$ cat src/rtl/fb_pkg.sv
// Shared framebuffer definitions: geometry, arbiter state encoding and the
// {y, x} address packing used by the write port.
package fb_pkg;

  localparam int FB_COORD_W = 8;
  localparam int FB_DATA_W  = 8;

  typedef enum logic [1:0] {
    IDLE = 2'd0,
    FILL = 2'd1,
    DONE = 2'd2
  } fb_state_t;

  function automatic logic [31:0] fb_addr(input logic [31:0] x,
                                          input logic [31:0] y,
                                          input int unsigned cw = FB_COORD_W);
    return (y << cw) | x;
  endfunction

endpackage

$ cat src/rtl/fb_rect_walker.sv
// Rectangle walker: steps a pixel cursor row by row over a latched rectangle,
// wrapping coordinates modulo 2^COORD_W while counting columns/rows separately.
module fb_rect_walker import fb_pkg::*; #(
  parameter int COORD_W = FB_COORD_W
) (
  input  logic               clk,
  input  logic               rst,
  input  logic               load,
  input  logic               step,
  input  logic [COORD_W-1:0] x0,
  input  logic [COORD_W-1:0] y0,
  input  logic [COORD_W:0]   w,
  input  logic [COORD_W:0]   h,
  output logic [COORD_W-1:0] pix_x,
  output logic [COORD_W-1:0] pix_y,
  output logic               last
);

  logic [COORD_W-1:0] x0_q;
  logic [COORD_W-1:0] cur_x;
  logic [COORD_W-1:0] cur_y;
  logic [COORD_W:0]   w_q;
  logic [COORD_W:0]   h_q;
  logic [COORD_W:0]   col_cnt;
  logic [COORD_W:0]   row_cnt;
  logic               row_end;

  // Counters are one bit wider than coordinates so a full-width row ends on count 2^COORD_W-1.
  assign row_end = (col_cnt == w_q - 1'b1);
  assign last    = row_end && (row_cnt == h_q - 1'b1);
  assign pix_x   = cur_x;
  assign pix_y   = cur_y;

  always_ff @(posedge clk or posedge rst) begin
    if (rst) begin
      x0_q    <= '0;
      w_q     <= '0;
      h_q     <= '0;
      cur_x   <= '0;
      cur_y   <= '0;
      col_cnt <= '0;
      row_cnt <= '0;
    end else if (load) begin
      x0_q    <= x0;
      w_q     <= w;
      h_q     <= h;
      cur_x   <= x0;
      cur_y   <= y0;
      col_cnt <= '0;
      row_cnt <= '0;
    end else if (step) begin
      if (row_end) begin
        cur_x   <= x0_q;
        col_cnt <= '0;
        cur_y   <= cur_y + 1'b1;
        row_cnt <= row_cnt + 1'b1;
      end else begin
        cur_x   <= cur_x + 1'b1;
        col_cnt <= col_cnt + 1'b1;
      end
    end
  end

endmodule

$ cat src/rtl/fb_write_arbiter.sv
// Framebuffer write-port controller: shares one RAM write port between CPU pixel
// stores and a rectangle-fill engine, alternating owners while a fill runs.
//
// Handshake: a CPU write is accepted on any rising clk edge where cpu_valid and
// cpu_ready are both high; cpu_ready is combinational and may depend on cpu_valid,
// cpu_valid must not depend on cpu_ready. Accepted writes appear on fb_* one cycle later.
module fb_write_arbiter import fb_pkg::*; #(
  parameter int DATA_WIDTH = FB_DATA_W,
  parameter int COORD_W    = FB_COORD_W
) (
  input  logic                  clk,
  input  logic                  rst,
  input  logic                  cpu_valid,
  input  logic [COORD_W-1:0]    cpu_x,
  input  logic [COORD_W-1:0]    cpu_y,
  input  logic [DATA_WIDTH-1:0] cpu_data,
  output logic                  cpu_ready,
  input  logic                  fill_start,
  input  logic [COORD_W-1:0]    fill_x0,
  input  logic [COORD_W-1:0]    fill_y0,
  input  logic [COORD_W:0]      fill_w,
  input  logic [COORD_W:0]      fill_h,
  input  logic [DATA_WIDTH-1:0] fill_color,
  output logic                  fill_busy,
  output logic                  fill_done,
  output logic                  fb_we,
  output logic [31:0]           fb_addr,
  output logic [DATA_WIDTH-1:0] fb_wd,
  output logic [1:0]            dbg_state
);

  fb_state_t             state;
  fb_state_t             state_nxt;
  logic                  last_fill;
  logic                  load;
  logic                  fill_wr;
  logic                  cpu_wr;
  logic                  zero_size;
  logic                  walk_last;
  logic [COORD_W-1:0]    pix_x;
  logic [COORD_W-1:0]    pix_y;
  logic [DATA_WIDTH-1:0] color_q;

  fb_rect_walker #(.COORD_W(COORD_W)) u_walker (
    .clk   (clk),
    .rst   (rst),
    .load  (load),
    .step  (fill_wr),
    .x0    (fill_x0),
    .y0    (fill_y0),
    .w     (fill_w),
    .h     (fill_h),
    .pix_x (pix_x),
    .pix_y (pix_y),
    .last  (walk_last)
  );

  assign zero_size = (fill_w == '0) || (fill_h == '0);
  assign cpu_wr    = cpu_valid && cpu_ready;
  assign fill_busy = (state != IDLE);
  assign fill_done = (state == DONE);
  assign dbg_state = state;

  always_comb begin
    state_nxt = state;
    cpu_ready = 1'b0;
    fill_wr   = 1'b0;
    load      = 1'b0;
    case (state)
      IDLE: begin
        cpu_ready = 1'b1;
        if (fill_start) begin
          load      = 1'b1;
          state_nxt = zero_size ? DONE : FILL;
        end
      end
      FILL: begin
        // The CPU only wins if the fill had the previous FILL-cycle grant.
        cpu_ready = cpu_valid && last_fill;
        fill_wr   = !cpu_ready;
        if (fill_wr && walk_last) state_nxt = DONE;
      end
      DONE: begin
        cpu_ready = 1'b1;
        state_nxt = IDLE;
      end
      default: state_nxt = IDLE;
    endcase
  end

  always_ff @(posedge clk or posedge rst) begin
    if (rst) begin
      state     <= IDLE;
      last_fill <= 1'b0;
      color_q   <= '0;
    end else begin
      state <= state_nxt;
      if (load) begin
        last_fill <= 1'b0;
        color_q   <= fill_color;
      end else if (state == FILL) begin
        last_fill <= fill_wr;
      end
    end
  end

  always_ff @(posedge clk or posedge rst) begin
    if (rst) begin
      fb_we   <= 1'b0;
      fb_addr <= '0;
      fb_wd   <= '0;
    end else begin
      fb_we <= cpu_wr || fill_wr;
      if (fill_wr) begin
        fb_addr <= fb_pkg::fb_addr(32'(pix_x), 32'(pix_y), COORD_W);
        fb_wd   <= color_q;
      end else if (cpu_wr) begin
        fb_addr <= fb_pkg::fb_addr(32'(cpu_x), 32'(cpu_y), COORD_W);
        fb_wd   <= cpu_data;
      end
    end
  end

endmodule

$ cat config.mk
export PLATFORM = sky130hd
export DESIGN_NAME = fb_write_arbiter
export DESIGN_NICKNAME = d
export VERILOG_FILES = /design/src/rtl/fb_pkg.sv /design/src/rtl/fb_rect_walker.sv /design/src/rtl/fb_write_arbiter.sv
export SDC_FILE = /design/constraint.sdc
export NUM_CORES = 1
export LEC_CHECK = 0
export BUFFER_PORTS_ARGS = -buffer_cell sky130_fd_sc_hd__buf_2
export CELL_PAD_IN_SITES_DETAIL_PLACEMENT = 0
export CELL_PAD_IN_SITES_GLOBAL_PLACEMENT = 1
export CORE_ASPECT_RATIO = 0.9
export CORE_MARGIN = 5
export CORE_UTILIZATION = 40
export DETAILED_ROUTE_END_ITERATION = 8
export PLACE_DENSITY = 0.75
export SLEW_MARGIN = 20
export SYNTH_ARGS = -nofsm -noshare
export SYNTH_HDL_FRONTEND = slang
export SYNTH_HIERARCHICAL = 1
export SYNTH_SLANG_ARGS = --single-unit
$ cat constraint.sdc
create_clock -name clk -period 5.37 [get_ports clk]
set_input_delay 0.537 -clock clk [delete_from_list [all_inputs] [get_ports clk]]
set_output_delay 0.537 -clock clk [all_outputs]
set_load 0.005 [all_outputs]
==> results.cfg, run 1 <==
[outcome]
status = finished, final reports clean

[timing]
period_needed_ns = 3.37
hold_ws_ns = 0.305
rsz0062_at_grt = false
finalCritPeriodShare_pct = 62.7
skew_ns = 0.00912
setup_slack_ns = 2.00
setup_tns_ns = 0
hold_viol = 0
slew_viol_final = 0
relSlewSlack_pct = 47.7
max_freq_mhz = 297
worstMarginPinSlew_ns = 0.784
setup_viol = 0

[layout]
n_antenna_cell = 0
final_cell_mix = 99 x buf_2, 96 x dfrtp_1, 42 x nor2_1
finalNetCount = 702
final_layout_size_suffix_gt1_share_pct = 23.9
syn2layout_area_growth_pct = 15.8
stdcell_count = 799
layout_commonest_cell = buf_2
final_area_mm2 = 0.00618
fin_util_pct = 46.8

[floorplanning]
die_y_um = 120
ios = 116
dieArea_mm2 = 0.0158
rows = 40
initial_core_util_pct = 40.4
core_area_mm2 = 0.0132
die_w_um = 132

[synthesis]
synth_edf_count = 0
async_flop_share_pct = 100
synth_seq_cells = 96
seq_area_frac_synth_pct = 45.0
synth_cell_type_count = 67
synth_warnings = 6
ys.flop_type = dfrtp_1
synth.avg_cell_area_um2 = 9.98
mappedNetlistArea_mm2 = 0.00534
synthCells = 535

[worst_setup_path]
slowest_stage = or4_1
crit_path_end_kind = flop
path_cells = inv_1, ha_1, nor2b_1, o21a_1, o311ai_0, a22o_1, nand4_1, or4_1, a21oi_1
cp_max_fo = 20
path_class = flop to flop
cp.arrival_ns = 3.63
cpPeakStageDelay_ns = 0.71
cp_top_family = simple AND/OR/NAND/NOR gates
cp.required_ns = 5.63
cp_num_buf_inv = 1
crit_path_start_kind = flop

[route]
wl_per_cell_um = 15.9
drc = 0
wl_um = 12700
num_vias = 4241
ant_nets = 0
drt-initial-drc-count = 227
viasPerCell = 5.31
drt_first_pass_iters = 4

[hold_path]
hp-class = input port to async pin

[grt]
grtUsageTotal_pct = 16.2
grt_first_pass_wirelength_um = 21100
gr-total-overflow = 0
grt_antenna_before_repair = 0
first_global_vias = 4115
grt_max_degree = 61

[pwr]
peakVddDrop_mv = 0.202
power.density_mw_per_mm2 = 463
p_int_mw = 1.81
power_switching_mw = 1.05
power_mw = 2.86
switching_share_pct = 36.7
p_leak_nw = 2.76
pwr-share-comb_pct = 34.3
seqPwrFrac_pct = 44.2
p_clk_share_pct = 21.5

[place]
dp.cells = 782
dpl_cell_area_mm2 = 0.00588
place.gp.congestion = 0.870
portBuffers = 99
pre_cts_ws_ns = 2.02
hpwl_um = 9290

[cts]
clockBufferDepth = 2
postCtsHoldBufs = 0
clkSlewWorstSetupHoldPaths_ns = 0.07
cts_made_buffers = 9
clk_latency_ns = 0.34
cts-resized-gates = 0
htreeDepth = 3
cts_tree = yes
root_buffer = clkbuf_16
cts.sinks = 96
post-cts-setup-buffers = 0

[flow_run]
drv_cap = 0
[power groups by stage]
stage | Combinational, mW | Clock, mW | Sequential (mW)
after floorplan | 0.753 | 0 | 1.21
after global placement | 0.956 | 0 | 1.27
after detailed placement | 0.983 | 0 | 1.28
after CTS | 0.987 | 0.634 | 1.26
after global routing | 1.10 | 0.665 | 1.31
final | 0.983 | 0.616 | 1.27
[worst register-to-register path, stage by stage, from the launching register on]
cell      delay [ns]
dfrtp_1         0.44
inv_1           0.08
ha_1            0.27
nor2b_1         0.18
o21a_1          0.19
o311ai_0        0.42
a22o_1          0.28
nand4_1         0.57
or4_1           0.71
a21oi_1         0.15
[cell type report]
cell class                 count  area, um^2
clock inverter                 6        51.3
timing repair buffer         103         546
clock buffer                  10         229
sequential                    96        2400
inverter                      21        78.8
fill                        1257        7030
tap                          168         210
multi-input combinational    395        2670
[routing by layer]
metal	track usage (%)	share of wire [%]
met3	4.11	5.8
met2	23.9	43
met5	0	0
met1	23.7	50
met4	4.50	1.2
[Yosys cell counts (all sizes together), types with 2 or more instances]
cell,count,area share [%]
mux2,27,5.8
o31ai,4,0.56
xor2,9,1.5
nand2b,3,0.35
or4,4,0.63
a41oi,2,0.33
nor4b,2,0.33
nor3,15,1.5
inv,20,1.4
a21o,3,0.42
nand2,38,3.0
o311ai,2,0.33
a21oi,42,4.0
o21ai,31,2.9
nand4,8,1.1
nor2b,7,0.82
nor3b,5,0.70
buf,28,4.2
mux2i,32,6.0
and2,4,0.47
a22oi,4,0.56
xnor2,20,3.3
clkbuf,10,0.70
dfrtp,96,45
nor4,7,1.1
a32o,3,0.56
or3,12,1.4
and3,5,0.59
nand3,17,1.6
ha,6,1.4
o211ai,2,0.28
nor2,43,3.3
a31oi,4,0.47
[worst paths after layout]
| check | from | slack, ns | cells past startpoint | to |
|---|---|---|---|---|
| setup / recovery | u_walker/w_q[0] | 2.00 | 9 | u_walker/row_cnt[8] |
| hold / removal | rst | 0.30 | 3 | fb_addr[15] |
| setup reg to reg | u_walker/w_q[0] | 2.00 | 9 | u_walker/row_cnt[8] |
| hold reg to reg | u_walker/x0_q[4] | 0.48 | 2 | u_walker/x0_q[4] |
| max in group asynchronous | rst | 4.43 | 3 | u_walker/w_q[1] |
| min in group clk | fill_color[3] | 0.41 | 2 | color_q[3] |
[cell families (layout without fill, tap and decap cells)]
| logic type | after synthesis | in the layout | share of synthesized area (%) |
|---|---|---|---|
| and+or+nand+nor | 173 | 173 | 17.4 |
| AOI/OAI and AO/OA | 110 | 110 | 12.7 |
| DFF | 96 | 96 | 45.0 |
| muxes | 59 | 59 | 11.8 |
| buffers and inverters | 59 | 140 | 6.35 |
| xor gates and xnor gates | 30 | 30 | 5.18 |
| adders and majority gates | 7 | 7 | 1.59 |
| other | 1 | 16 | 0.0702 |
[state kept, by name, indices dropped and copies added (netlist names)]
register,flops
last_fill,1
u_walker/pix_x,8
u_walker/pix_y,8
u_walker/row_cnt,9
fb_wd,8
u_walker/x0_q,8
dbg_state,2
color_q,8
u_walker/w_q,9
fb_addr,16
u_walker/h_q,9
fb_we,1
u_walker/col_cnt,9
(Power assumes the default switching activity.)
==> inputs of run 2 (changes only) <==
- ABC_AREA: not set -> 1
- PLACE_DENSITY: 0.75 -> 0.78
- clock period: 5.37 -> 3.4 ns (I/O delays scaled with it)
==> results.cfg, run 2 <==
[outcome]
status = finished, final reports clean

[synthesis]
synth_cell_type_count = 36
yosys.area.top_type = dfrtp_1
yosysMostFrequentCell = nand2_1
synth_common_cells = 234 x nand2_1, 96 x dfrtp_1, 81 x nor2_1
mappedNetlistArea_mm2 = 0.00547
synth_warnings = 6
async_flop_share_pct = 100
synth_area_leaders = dfrtp_1 44%, nand2_1 16%, nor2_1 5.6%, xor2_1 4.0%, o21ai_0 3.8%
synth_seq_cells = 96
synth_top_area_share_pct = 43.9
synthCells = 711
ys.flop_type = dfrtp_1
synth.avg_cell_area_um2 = 7.69
synth_edf_count = 0
seq_area_frac_synth_pct = 43.9

[worst_setup_path]
reg2reg_depth = 14
crit_path_end_kind = flop
cp_max_fo = 26
regToRegSetupSlack_ns = 1.02
cp.arrival_ns = 2.67
reg2reg_to = u_walker/row_cnt[4]
cp.required_ns = 3.69
r2r-start = u_walker/w_q[0]
path_class = flop to flop
crit_path_start_kind = flop

[layout]
final_cell_mix = 234 x nand2_1, 99 x buf_2, 96 x dfrtp_1
n_antenna_cell = 0
final_layout_size_suffix_gt1_share_pct = 18.6
largest_reg_flops = 16
top_register = fb_addr
layout_commonest_cell = nand2_1
syn2layout_area_growth_pct = 15.5
fin_util_pct = 47.3
finalNetCount = 877

[pwr]
p_leak_nw = 3.18
peakVddDrop_mv = 0.453
power_mw = 5.75
power.density_mw_per_mm2 = 909

[timing]
rsz0062_at_grt = false
finalCritPeriodShare_pct = 69.9
hold_ws_ns = 0.179
setup_slack_ns = 1.02
hold_viol = 0
skew_ns = 0.00942
setup_tns_ns = 0
period_needed_ns = 2.38
worstMarginPinSlew_ns = 0.847
slew_viol_final = 0
relSlewSlack_pct = 43.3
setup_viol = 0
max_freq_mhz = 421

[grt]
grt_first_pass_wirelength_um = 22600
grt_util_met2_pct = 27.5
grtUsageTotal_pct = 17.3
grt_max_degree = 79
grt_antenna_before_repair = 0
first_global_vias = 4632
gr-total-overflow = 0
top_usage_layer = met2
met1_usage_pct = 23.2
grtUsageMet3_pct = 5.39

[route]
ant_nets = 0
viasPerCell = 4.86
num_vias = 4729
wl_um = 13600
drt_first_pass_iters = 5
wl_per_cell_um = 13.9
drc = 0
drt-initial-drc-count = 205

[cts]
cts-resized-gates = 0
root_buffer = clkbuf_16
post-cts-setup-buffers = 0
htreeDepth = 3
cts_tree = yes
clkSlewWorstSetupHoldPaths_ns = 0.07
cts.sinks = 96
cts_made_buffers = 9
clk_latency_ns = 0.36
clockBufferDepth = 2

[place]
place.gp.congestion = 0.858
portBuffers = 99
hpwl_um = 9970
pre_cts_ws_ns = 1.02

[floorplanning]
initial_core_util_pct = 40.9
rows = 40
ios = 116
die_y_um = 121
die_w_um = 133
dieArea_mm2 = 0.0161
core_area_mm2 = 0.0134

[flow_run]
drv_cap = 0

[hold_path]
hp-start = fill_color[7]
hp-class = input port to flop
hold_depth = 3
hold_end = color_q[7]
==> run 2: changes by cell type after synthesis, moves of 11 or more <==
cell | before | now
nand2_1 | 37 | 234
nand3_1 | 17 | 28
a31oi_1 | 4 | 24
mux2_2 | 18 | 0
or3_1 | 12 | 0
a21oi_1 | 41 | 13
o21ai_0 | 26 | 41
mux2i_1 | 32 | 3
nor2_1 | 42 | 81
inv_1 | 20 | 46
xor2_1 | 9 | 25
==> run 2: layout make-up <==
type                    instances  area, um^2
repair buffers                106         551
fillers                      1364        7050
clock inverters                 5        65.1
inverters                      53         209
clock buffers                  11         243
flip-flops and latches         96        2400
well taps                     168         210
multi-input cells             535        2640
==> run 2: critical path, stage by stage, from the launching register on <==
cell and delay, ns:
dfrtp_1 0.40, inv_1 0.17, ha_1 0.33, nand2_1 0.08, nand3_1 0.09, nand2_1 0.08
nor2_1 0.09, nand2_1 0.05, nor2_1 0.17, nand3_4 0.17, nand2_4 0.15, nand2_4 0.20
clkinv_4 0.19, nand2_1 0.06, nand2_1 0.06
==> run 2: worst max path at each step <==
stage	depth (start not counted)	slack [ns]	to	start
final	14	1.02	u_walker/row_cnt[4]	u_walker/w_q[0]
after global routing	14	0.70	dbg_state[1]	u_walker/w_q[0]
after CTS	15	1.0	u_walker/row_cnt[5]	u_walker/w_q[0]
after detailed placement	15	1.02	u_walker/row_cnt[5]	u_walker/w_q[0]
after global placement	9	1.07	u_walker/pix_x[5]	dbg_state[0]
after floorplan	11	1.30	u_walker/pix_y[5]	dbg_state[0]
==> run 2: cell families after synthesis <==
kind of cell	Yosys count	share of synthesized area [%]
DFF	96	43.9
xor gates and xnor gates	40	6.40
adders and majority gates	6	1.37
and+or+nand+nor	374	28.5
other	1	0.0686
AOI/OAI and AO/OA	96	10.3
muxes	3	0.549
buffers and inverters	95	8.90
==> run 2: timing repair <==
| item | in CTS | in global routing |
|---|---|---|
| hold endpoints to repair | 12 | 0 |
| setup endpoints to repair | 0 | 0 |
| hold buffers | 1 | 0 |
==> run 2: where the power goes <==
part,internal [mW],leakage (nW),switching (mW),total [mW]
sequential,1.66,1.19,0.416,2.07
combinational,0.987,1.84,1.62,2.61
clock,0.598,0.150,0.467,1.07
total,3.24,3.18,2.51,5.75
==> run 2: through the flow <==
step / cell area [um^2] / instances
floorplan: 5530 / 726
global placement: 6000 / 957
CTS: 6320 / 974
finish: 6320 / 974
global route: 6320 / 974
detailed placement: 6000 / 957
==> run 2: routing by layer <==
metal	vias up	part of all wire, %
met5	-	0
met4	0	1.3
met3	15	6.2
met2	131	43
met1	2170	49
li1	2413	-
==> inputs of run 3 (changes only) <==
- clock period: 3.4 -> 2.25 ns (I/O delays scaled with it)
==> results.cfg, run 3 (synthesized netlist as in run 2, its figures left out) <==
[outcome]
status = finished, final reports clean

[route]
ant_nets = 0
num_vias = 4779
viasPerCell = 4.89
drt-initial-drc-count = 284
drt_first_pass_iters = 5
wl_um = 13600
drc = 0
wl_per_cell_um = 13.9

[floorplanning]
dieArea_mm2 = 0.0161
die_y_um = 121
ios = 116
rows = 40
die_w_um = 133
initial_core_util_pct = 40.9
core_area_mm2 = 0.0134

[cts]
cts_tree = yes
clk_latency_ns = 0.35
clockBufferDepth = 2
root_buffer = clkbuf_16
cts_made_buffers = 9
htreeDepth = 3
cts.sinks = 96
clkSlewWorstSetupHoldPaths_ns = 0.07

[worst_setup_path]
reg2reg_depth = 14
regToRegSetupSlack_ns = 0.17
path_class = flop to flop
cp_max_fo = 26
r2r-start = u_walker/w_q[0]
cpPeakStageDelay_ns = 0.38
path_cells = inv_1, ha_2, inv_1, nand2_1, nand3_1, nor2_1, nand2_1, nor2_2, nand3_4, nand2_8, nand2_8, clkinv_4, nand2_1, nand2_1
cp_num_buf_inv = 3
cp.required_ns = 2.54
critical_path.most_common_cell = nand2_1
cp_top_family = simple AND/OR/NAND/NOR gates
cp.arrival_ns = 2.37
crit_path_start_kind = flop
crit_path_end_kind = flop
slowest_stage = dfrtp_1
reg2reg_to = u_walker/pix_y[6]

[grt]
grt_util_met2_pct = 27.7
grt_antenna_before_repair = 0
grt_max_degree = 61
grtUsageTotal_pct = 17.5
top_usage_layer = met2
grtUsageMet3_pct = 4.89
first_global_vias = 4720
gr-total-overflow = 0
met1_usage_pct = 23.9
grt_first_pass_wirelength_um = 22900

[layout]
final_layout_size_suffix_gt1_share_pct = 20.0
finalNetCount = 883
syn2layout_area_growth_pct = 17.3
layout_commonest_cell = nand2_1
n_antenna_cell = 0
largest_reg_flops = 16
fin_util_pct = 48.0
final_cell_mix = 233 x nand2_1, 99 x buf_2, 96 x dfrtp_1
top_register = fb_addr

[timing]
slew_viol_final = 0
finalCritPeriodShare_pct = 92.4
setup_tns_ns = 0
skew_ns = 0.00946
setup_viol = 0
hold_viol = 0
max_freq_mhz = 481
period_needed_ns = 2.08

[place]
place.gp.congestion = 0.854
hpwl_um = 10100
portBuffers = 99

[hold_path]
hold_depth = 3
hp-class = input port to flop
hold_end = color_q[6]
hp-start = fill_color[6]

[flow_run]
drv_cap = 0

[pwr]
power.density_mw_per_mm2 = 1370
peakVddDrop_mv = 0.601
p_leak_nw = 3.22
-- run 3: changes by cell type in the layout (fill, tap and decap cells not counted), moves of 2 or more --
cell      before  now
nand2_4        4    2
nand2_8        0    2
clkbuf_8       1    3
buf_4          6   11
clkinv_4       5    3
o21ai_0       41   39
-- run 3: worst max-delay path by stage --
stage,slack (ns),cells past startpoint,to,from
after detailed placement,-0.12,15,dbg_state[1],u_walker/w_q[0]
after global placement,-0.008,14,dbg_state[1],u_walker/w_q[0]
after global routing,-0.04,15,u_walker/row_cnt[8],u_walker/w_q[0]
after CTS,0.02,15,dbg_state[1],u_walker/w_q[0]
final,0.17,14,u_walker/pix_y[6],u_walker/w_q[0]
after floorplan,0.15,11,u_walker/pix_y[5],dbg_state[0]
-- run 3: report_power, final --
part / leakage (nW) / internal [mW] / switching [mW]
combinational: 1.88 / 1.57 / 2.51
clock: 0.151 / 0.943 / 0.654
sequential: 1.19 / 2.50 / 0.637
total: 3.22 / 5.01 / 3.80
-- run 3: timing repair --
action,CTS,global route
endpoints found under the hold margin,60,0
setup endpoints to repair,2,24
hold buffers,1,0
pin swaps,0,4
gates resized for setup,3,9
setup buffers,0,0
-- run 3: per-layer routing --
layer	routed length [um]	vias to the layer above
met1	6410	2212
met2	6150	134
li1	-	2419
met3	905	14
met5	0	-
met4	128	0
-- run 3: layout make-up --
class / instances / area [um^2]
multi-input combinational: 535 / 2680
clock inverter: 2 / 38.8
tap: 168 / 210
inverter: 53 / 209
sequential: 96 / 2400
timing repair buffer: 112 / 608
clock buffer: 12 / 267
fill: 1347 / 6950
-- run 3: worst reg2reg max path: stages (launching register included) --
cell      delay [ns]
dfrtp_1         0.38
inv_1           0.07
ha_2            0.33
inv_1           0.04
nand2_1         0.06
nand3_1         0.08
nor2_1          0.13
nand2_1         0.08
nor2_2          0.15
nand3_4         0.15
nand2_8         0.13
nand2_8         0.15
clkinv_4        0.15
nand2_1         0.07
nand2_1         0.06
-- run 3: through the flow --
stage,power (mW),setup WS [ns],instances,cell area (um^2),hold slack [ns]
6_report,8.81,0.172,978,6420,0.0756
5_1_grt,9.65,-0.0379,978,6420,0.0666
4_1_cts,8.86,0.0234,978,6390,0.0631
3_5_place_dp,7.19,-0.123,963,6060,0.346
3_3_place_gp,7.07,-0.00820,963,6060,0.342
2_1_floorplan,6.10,0.147,726,5530,0.335
